$ cat config.mk
export PLATFORM = sky130hd
export DESIGN_NAME = bsg_manycore_loader_arbiter
export DESIGN_NICKNAME = d
export VERILOG_FILES = /design/src/rtl/bsg_manycore_loader_arbiter.sv
export SDC_FILE = /design/constraint.sdc
export NUM_CORES = 1
export LEC_CHECK = 0
export ABC_AREA = 1
export CAP_MARGIN = 10
export CORE_ASPECT_RATIO = 0.8
export CORE_MARGIN = 2
export CORE_UTILIZATION = 35
export CTS_BUF_LIST = sky130_fd_sc_hd__clkbuf_8 sky130_fd_sc_hd__clkbuf_16
export CTS_CLUSTER_DIAMETER = 30
export DETAILED_ROUTE_END_ITERATION = 10
export GPL_ROUTABILITY_DRIVEN = 0
export PLACE_DENSITY = 0.78
export SLEW_MARGIN = 5
export SYNTH_ARGS = -nofsm -noshare
export SYNTH_HDL_FRONTEND = slang
export SYNTH_SLANG_ARGS = --single-unit
$ cat constraint.sdc
create_clock -name clk_i -period 3 [get_ports clk_i]
set_input_delay 0.3 -clock clk_i [delete_from_list [all_inputs] [get_ports clk_i]]
set_output_delay 0.3 -clock clk_i [all_outputs]
set_load 0.02 [all_outputs]
$ cat src/rtl/bsg_manycore_loader_arbiter.sv
// -----------------------------------------------------------------------------
// bsg_manycore_loader_arbiter
//
// Shares one credit-flow-controlled loader link between num_req_p host-side
// requesters. A round-robin arbiter picks one valid requester per cycle and
// loads its packet into a single output register (pkt_o / pkt_v_o). Every
// grant consumes one credit; every credit_return_i restores one. A fence
// request stops new grants until the link has drained completely.
//
// Handshakes:
//   req side  : req_yumi_o[i] is a same-cycle dequeue of req_packet_i[i]; it is
//               only raised while req_v_i[i]=1 and is one-hot.
//   link side : pkt_o transfers on a cycle where pkt_v_o & pkt_ready_i; pkt_o and
//               grant_id_o hold steady while pkt_v_o=1 and pkt_ready_i=0.
//
// Parameters:
//   num_req_p          number of requesters (2..16)
//   packet_width_p     packet width in bits; no meaningful default, always set it
//   max_out_credits_p  outstanding request limit on the link (1..255)
//
// Ports:
//   clk_i              clock
//   reset_n_i          synchronous active-low reset
//   req_v_i            per-requester valid
//   req_packet_i       per-requester packet
//   req_yumi_o         one-hot dequeue in the grant cycle
//   pkt_v_o, pkt_o     registered packet toward the link
//   pkt_ready_i        link accepts pkt_o
//   credit_return_i    one credit restored
//   fence_i            single-cycle fence request
//   fence_done_o       single-cycle fence completion pulse
//   grant_id_o         requester index of the packet in pkt_o
//   out_credits_o      current credit count
//   credit_err_o       sticky flag: credit returned while already at maximum
//   fsm_state_o        debug view of the FSM: 0 = RUN, 1 = FENCE
//   stall_cycles_o     (only with BSG_MANYCORE_LOADER_ARB_STATS_EN) saturating
//                      count of cycles with some req_v_i set and no grant
//
// Optional feature macro: BSG_MANYCORE_LOADER_ARB_STATS_EN
// -----------------------------------------------------------------------------
module bsg_manycore_loader_arbiter #(
    parameter int num_req_p         = 4,
    parameter int packet_width_p    = 32,
    parameter int max_out_credits_p = 16,
    localparam int id_width_lp      = $clog2(num_req_p),
    localparam int credit_width_lp  = $clog2(max_out_credits_p + 1)
) (
    input  logic                                     clk_i,
    input  logic                                     reset_n_i,

    input  logic [num_req_p-1:0]                     req_v_i,
    input  logic [num_req_p-1:0][packet_width_p-1:0] req_packet_i,
    output logic [num_req_p-1:0]                     req_yumi_o,

    output logic                                     pkt_v_o,
    output logic [packet_width_p-1:0]                pkt_o,
    input  logic                                     pkt_ready_i,

    input  logic                                     credit_return_i,

    input  logic                                     fence_i,
    output logic                                     fence_done_o,

    output logic [id_width_lp-1:0]                   grant_id_o,
    output logic [credit_width_lp-1:0]               out_credits_o,
    output logic                                     credit_err_o,
    output logic                                     fsm_state_o
`ifdef BSG_MANYCORE_LOADER_ARB_STATS_EN
    ,
    output logic [31:0]                              stall_cycles_o
`endif
);

    typedef enum logic {
        ST_RUN   = 1'b0,
        ST_FENCE = 1'b1
    } state_e;

    // One extra bit so last_grant + 1 + offset never overflows before wrapping.
    localparam int sum_w_lp = id_width_lp + 1;

    localparam logic [credit_width_lp-1:0] max_credits_lp = credit_width_lp'(max_out_credits_p);
    localparam logic [id_width_lp-1:0]     last_id_lp     = id_width_lp'(num_req_p - 1);
    localparam logic [sum_w_lp-1:0]        num_req_lp     = sum_w_lp'(num_req_p);

    state_e                     state_r;
    logic [id_width_lp-1:0]     last_grant_r;
    logic [credit_width_lp-1:0] credits_r;

    logic                       loadable;
    logic                       grant;
    logic                       grant_found;
    logic [id_width_lp-1:0]     grant_sel;
    logic                       fence_ready;
    logic [sum_w_lp-1:0]        rr_sum;
    logic [id_width_lp-1:0]     rr_idx;

    // -------------------------------------------------------------------------
    // Round-robin pick: scan from last_grant+1 upward, wrapping at num_req_p.
    // The sum is at most 2*num_req_p-1, so one conditional subtract wraps it.
    // -------------------------------------------------------------------------
    always_comb begin
        grant_found = 1'b0;
        grant_sel   = '0;
        rr_sum      = '0;
        rr_idx      = '0;
        for (int i = 0; i < num_req_p; i++) begin
            rr_sum = {1'b0, last_grant_r} + sum_w_lp'(i) + sum_w_lp'(1);
            if (rr_sum >= num_req_lp) begin
                rr_sum = rr_sum - num_req_lp;
            end
            rr_idx = rr_sum[id_width_lp-1:0];
            if (!grant_found && req_v_i[rr_idx]) begin
                grant_found = 1'b1;
                grant_sel   = rr_idx;
            end
        end
    end

    // The output register can take a new packet when it is empty or its
    // current packet leaves this cycle.
    assign loadable = !pkt_v_o || pkt_ready_i;

    // A grant needs RUN state; fence_i blocks the grant in its own cycle, and
    // the FENCE->RUN cycle still reads FENCE so it never grants either.
    assign grant = reset_n_i
                && loadable
                && (credits_r != '0)
                && (state_r == ST_RUN)
                && !fence_i
                && grant_found;

    always_comb begin
        req_yumi_o = '0;
        if (grant) begin
            req_yumi_o[grant_sel] = 1'b1;
        end
    end

    // The fence completes once nothing is held locally and every credit is back.
    assign fence_ready  = (state_r == ST_FENCE) && !pkt_v_o && (credits_r == max_credits_lp);
    assign fence_done_o = reset_n_i && fence_ready;

    assign out_credits_o = credits_r;
    assign fsm_state_o   = (state_r == ST_FENCE);

    // -------------------------------------------------------------------------
    // FSM, output register, round-robin pointer and credit counter.
    // -------------------------------------------------------------------------
    always_ff @(posedge clk_i) begin
        if (!reset_n_i) begin
            state_r      <= ST_RUN;
            pkt_v_o      <= 1'b0;
            pkt_o        <= '0;
            grant_id_o   <= '0;
            last_grant_r <= last_id_lp;
            credits_r    <= max_credits_lp;
            credit_err_o <= 1'b0;
        end else begin
            case (state_r)
                ST_RUN: begin
                    if (fence_i) begin
                        state_r <= ST_FENCE;
                    end
                end
                ST_FENCE: begin
                    // fence_i is deliberately not looked at here.
                    if (fence_ready) begin
                        state_r <= ST_RUN;
                    end
                end
                default: begin
                    state_r <= ST_RUN;
                end
            endcase

            if (grant) begin
                pkt_v_o      <= 1'b1;
                pkt_o        <= req_packet_i[grant_sel];
                grant_id_o   <= grant_sel;
                last_grant_r <= grant_sel;
            end else if (pkt_v_o && pkt_ready_i) begin
                pkt_v_o <= 1'b0;
            end

            // A grant and a return in the same cycle cancel out, even at the
            // maximum, so only a lone return at the maximum is an overflow.
            if (grant && !credit_return_i) begin
                credits_r <= credits_r - credit_width_lp'(1);
            end else if (!grant && credit_return_i) begin
                if (credits_r == max_credits_lp) begin
                    credit_err_o <= 1'b1;
                end else begin
                    credits_r <= credits_r + credit_width_lp'(1);
                end
            end
        end
    end

`ifdef BSG_MANYCORE_LOADER_ARB_STATS_EN
    // Cycles where someone wanted the link and nobody got it; sticks at all-ones.
    always_ff @(posedge clk_i) begin
        if (!reset_n_i) begin
            stall_cycles_o <= '0;
        end else if ((|req_v_i) && !grant && (stall_cycles_o != '1)) begin
            stall_cycles_o <= stall_cycles_o + 32'd1;
        end
    end
`endif

endmodule

# After elaboration in Yosys (flattened, before gate mapping)
# Index checks and enable logic that the tools add are counted.
op_classes:
  add_sub_neg: 12
  magnitude_cmp: 10
  eq_ne: 2
  muxes: 33
  n_bitwise: 2
  n_reduce_logical: 28
op_table:
  columns: ["cell", "count"]
  rows:
  - ["binary-select mux 32 bit (select 2 bit)", 1]
  - ["two-way mux 32 bit", 1]
  - ["two-way mux 2 bit", 8]
  - ["logical AND 1 bit", 15]
  - ["< comparator 2 x 3 -> 1 bit, second input constant", 5]
  - ["two-way mux 5 bit", 3]
  - ["two-way mux 1 bit", 13]
  - [">= comparator 3 bit, second input constant", 4]
  - ["adder 3 x 1 -> 3 bit, second input constant", 3]
  - ["binary-select mux 1 bit (select 2 bit)", 4]
  - ["subtractor 2 x 1 -> 2 bit, second input constant", 4]
  - ["logical NOT 1 bit", 7]
  - ["adder 2 x 2 -> 3 bit, second input constant", 2]
  - ["adder 5 x 1 -> 5 bit, second input constant", 1]
  - ["== test 5 bit, second input constant", 1]
  - ["nonzero test 5 bit", 1]
  - ["subtractor 5 x 1 -> 5 bit, second input constant", 1]
  - ["two-way mux 4 bit", 1]
  - ["nonzero test 2 bit", 2]
  - ["adder 2 x 1 -> 3 bit, second input constant", 1]
  - ["AND reduction 3 bit", 1]
  - ["demux 1 bit (select 2 bit)", 1]
  - [">= comparator 2 x 1 -> 1 bit, second input constant", 1]
  - ["!= test 2 x 1 -> 1 bit, second input constant", 1]
  - ["other kinds (4)", 5]
totals:
  ff_bits: 44
  input_bits: 137
  elab_cells: 94

# Longest topological paths before layout
logic_depth:
  depth_word: 20
  mapped_depth: 22
  ltp_nobuf: 19

# Worst setup path before layout
# OpenSTA, ideal clock, no wires.
synth_path:
  path_kind: "flip-flop to flip-flop"
  startpoint: "register last_grant_r[0]"
  endpoint: "register credits_r[4], in the netlist out_credits_o[4]"
  arrival_ns: 2.789
  required_time_ns: 2.942
  path_slack_ns: 0.153
  stages_incl_launch_ff: 22
  synth_period_minus_slack_ns: 2.847
  cell_sequence: "dfxtp_1 > buf_4 > inv_2 > buf_6 > nand2_1 > nand2_2 > nand2_1 > nand2_2 > inv_1 > nand4_1 > nand2_1 > inv_2 > buf_2 > ha_1 > inv_1 > fa_1 > nor2_1 > a211oi_1 > a21oi_1 > o21ai_0 > or2_2 > nand2_1"
synth_via:
  elab_chain_cells: 20
synth_rtl:
  columns: ["item", "line_no", "text"]
  rows:
  - ["from (decl)", "87", "logic [id_width_lp-1:0] last_grant_r;"]
  - ["from (signal assigned)", "156", "last_grant_r <= last_id_lp;"]
  - ["from (signal assigned)", "181", "last_grant_r <= grant_sel;"]
  - ["parallel branches: the longest is 14 deep, another holds adder 2 x 1 -> 3 bit", null, null]
  - ["two-way mux 1 bit *", "113", "if (!grant_found && req_v_i[rr_idx]) begin"]
  - ["logical AND 1 bit *", "131", "&& grant_found;"]
  - ["via grant", "91", "logic grant;"]
  - ["logical NOT 1 bit", "190", "end else if (!grant && credit_return_i) begin"]
  - ["logical AND 1 bit", "190", null]
  - ["nonzero test 2 bit (no source line)", null, null]
  - ["AND reduction 2 bit (no source line)", null, null]
  - ["to (signal assigned)", "157", "credits_r <= max_credits_lp;"]
  - ["to (signal assigned)", "189", "credits_r <= credits_r - credit_width_lp'(1);"]
  - ["to (signal assigned)", "194", "credits_r <= credits_r + credit_width_lp'(1);"]
  - ["to (decl)", "88", "logic [credit_width_lp-1:0] credits_r;"]
# Mark *: on every way through the listed nets, which the timed path passes. The select of a mux whose other input is x is not followed.
# A chain may end at the register's enable or synchronous reset.

# Final worst setup path
layout_path:
  startpoint: "input port req_v_i[2]"
  endpoint: "output port req_yumi_o[1]"
layout_via:
  elab_chain_cells: 17
layout_rtl:
  columns: ["item", "line_no", "text"]
  rows:
  - ["from (decl)", "51", "input logic [num_req_p-1:0] req_v_i,"]
  - ["binary-select mux 1 bit (select 2 bit)", "113", null]
  - ["two-way mux 1 bit (implied by the code)", "113", null]
  - ["two-way mux 1 bit", "113", null]
  - ["logical NOT 1 bit", "113", null]
  - ["logical AND 1 bit", "113", null]
  - ["two-way mux 1 bit", "113", null]
  - ["logical NOT 1 bit", "113", null]
  - ["logical AND 1 bit", "113", null]
  - ["two-way mux 1 bit", "113", null]
  - ["logical NOT 1 bit", "113", null]
  - ["logical AND 1 bit", "113", null]
  - ["two-way mux 2 bit", "113", null]
  - ["< comparator 2 x 3 -> 1 bit (implied by the code) / >= comparator 2 x 1 -> 1 bit (equally long branches)", "136", "req_yumi_o[grant_sel] = 1'b1;"]
  - ["logical AND 1 bit (implied by the code)", "136", null]
  - ["two-way mux 1 bit (implied by the code)", "136", null]
  - ["demux 1 bit (select 2 bit)", "136", null]
  - ["two-way mux 4 bit *", "135", "if (grant) begin"]
  - ["to (decl)", "53", "output logic [num_req_p-1:0] req_yumi_o,"]
# Mark *: on every way between the ends. The rest lies on a longest branch, timed or not. The select of a mux whose other input is x is not followed.

==> metrics.csv <==
metric,value,unit
worst_slew_pin_slew,646,ps
multi_input_area,1930,um2
status,finished clean,
hold_class,in -> reg,
overflow,0,
area_growth,61.0,%
drcViolationCount,0,
regArea,882,um2
drt_iter0_drc,293,
reg2reg_slack,250,ps
clock_sinks,44,
finClkSkew,2.31,ps
fin_crit_sh,94.5,%
syn_nets,648,
cts_buffer_depth,2,
drv_cap,0,
grt_pass1_wl,17000,um
start_util,36.5,%
dieArea,9790,um2
syn_inst,505,
drv_slew,0,
ant_nets,0,
io_buffers,183,
grt_usage,21.5,%
cp_common_cell,nand2_1,
ir_worst_vdd,1.04,mV
path_clk_slew,60,ps
ys_seq_area_share,27.9,%
routedWlPerCell,14.5,um
first_global_vias,3730,
fillerInstances,798,
vias,4075,
leakagePower,0.00223,uW
drive_gt1_share,5.71,%
yosysUniqueCellTypes,28,
cts_tree,built,
start_kind,input port,
synth_top_area_cell,nand3_1,
hold_buffers,0,
fmax,353,MHz
antenna_found_initial,0,
synthTopCellsByArea,"nand3_1 (31%), dfxtp_1 (28%), nand2_1 (16%)",
yosys_warnings,0,
syn_area,3150,um2
crit_chain,clkdlybuf4s50_1 > nand2_1 > nand2_1 > nand2_1 > nand2_2 > inv_1 > nand4_1 > nand2_1 > buf_6 > nor3_1 > clkdlybuf4s50_1,
cts_buffers,5,
avgViaCountPerCell,5.24,
rsz0062_at_grt,no,
layoutNonFillerInstCount,777,
hpwl,8240,um
rows,30,
timing.hold.ws,348,ps
cp_slowest_stage_delay,630,ps
power_density,1190,nW/um2
cp_slowest_cell,clkdlybuf4s50_1,
die_w,110,um
io_pins,184,
path_max_fanout,39,
finalHoldViolCount,0,
synth_top_area_share,31.4,%
min_period,2830,ps
ys_seq_elements,44,
maxSlewHeadroom,56.9,%
required,2700,ps
die_y,88.9,um
finalWirelength,11300,um
coreArea,8630,um2
h-tree-depth,2,
crit_type,in -> out,
setup_viol,0,
avgSynthCellArea,6.25,um2
dp.cells,770,
antenna_cells,0,
drt_pass1_iterations,5,
clk_latency,280,ps
crit_arrival,2530,ps
endpoint_kind,output pin,
grt_max_degree,65,
root_buffer,clkbuf_16,
nets,808,
## synthesized netlist by cell type
master	n
or2_2	1
clkbuf_1	7
nand4_1	1
a31oi_1	4
o211ai_1	1
nand2_4	1
buf_2	16
a21oi_1	8
buf_4	8
buf_1	1
inv_1	16
buf_6	9
nand2_1	137
a21o_1	1
nand3_2	1
fa_1	1
dfxtp_1	44
xor2_1	2
o21ai_0	8
ha_1	5
nor2_4	2
inv_2	4
nand3_1	198
a211oi_1	1
a21oi_4	1
nor2_1	18
nor3_1	2
nand2_2	7
## final timing paths
kind | from | to | depth (start not counted)
setup / recovery | req_v_i[2] | req_yumi_o[1] | 11
hold / removal | reset_n_i | credit_err_o$_SDFFE_PN0P_ | 3
setup reg to reg | last_grant_r[1]$_SDFFE_PN1P_ | out_credits_o[4]$_SDFFE_PN1P_ | 18
hold reg to reg | pkt_o[2]$_SDFFE_PN0P_ | pkt_o[2]$_SDFFE_PN0P_ | 2
## area by class of cell
type                       count  share of cell area, %
multi-input combinational    400                   38.0
tap                          112                   2.76
sequential                    44                   17.4
inverter                      20                   1.53
clock buffer                   5                   2.46
clock inverter                 2                  0.172
timing repair buffer         194                   37.7
## stage by stage
| step | TNS [ps] | total power (uW) | instance area [um2] | setup slack (ps) | utilization (%) |
|---|---|---|---|---|---|
| after floorplan | 0 | 4480 | 3150 | 153 | - |
| after global placement | 0 | 5410 | 4930 | 91.2 | 57.2 |
| after detailed placement | -49.2 | 5540 | 4930 | -49.2 | 57.2 |
| after CTS | 0 | 6060 | 5070 | 11.9 | 58.7 |
| after global routing | 0 | 6590 | 5080 | 15.7 | 58.8 |
| final | 0 | 6030 | 5080 | 166 | 58.8 |
## kinds of logic after synthesis
logic type / share of synthesized area, %
xor gates and xnor gates: 0.555
adders and majority gates: 2.62
AOI/OAI and AO/OA: 4.56
DFF: 27.9
and+or+nand+nor: 53.4
buffers and inverters: 11.0
## repair_timing
action	CTS	global route
setup endpoints to repair	0	5
resized for setup	0	4
buffers inserted	0	0
## flip-flops by register name (all words and copies together) (netlist names)
| signal | count |
|---|---|
| credit_err_o | 1 |
| pkt_v_o | 1 |
| pkt_o | 32 |
| grant_id_o | 2 |
| last_grant_r | 2 |
| out_credits_o | 5 |
| fsm_state_o | 1 |
## critical path, delay by kind of cell
family                 cells  cell delay, ps
buffers and inverters      4            1450
AND/OR/NAND/NOR            7             760
## layer usage
metal / global-route usage [%] / share of wire (%) / up-vias
li1: - / - / 2021
met1: 22.8 / 39 / 1841
met2: 40.5 / 48 / 193
met3: 7.58 / 11 / 20
met4: 6.02 / 1.6 / 0
met5: 0 / 0 / -
## layout by cell type (no fill, tap or decap)
master           instances
nand3_1                198
clkdlybuf4s50_1        182
nand2_1                136
dfxtp_1                 43
nor2_1                  18
inv_1                   17
buf_4                   10
nand2_2                  8
a21oi_1                  8
o21ai_0                  8
clkbuf_16                5
a31oi_1                  4
ha_1                     4
inv_2                    3
nor2_4                   2
nor3_1                   2
xor2_1                   2
inv_4                    1
nand4_1                  1
o211ai_1                 1
nand3_2                  1
a21oi_4                  1
nand2_4                  1
a211oi_1                 1
or2_2                    1
a21o_1                   1
fa_1                     1
ha_2                     1
clkinv_2                 1
buf_2                    1
dfxtp_2                  1
buf_6                    1
## power breakdown
group	switching, uW	internal [uW]	total [uW]
registers	163	841	1000
clock network	206	299	505
logic	2880	1640	4520
(Power assumes the default switching activity.)
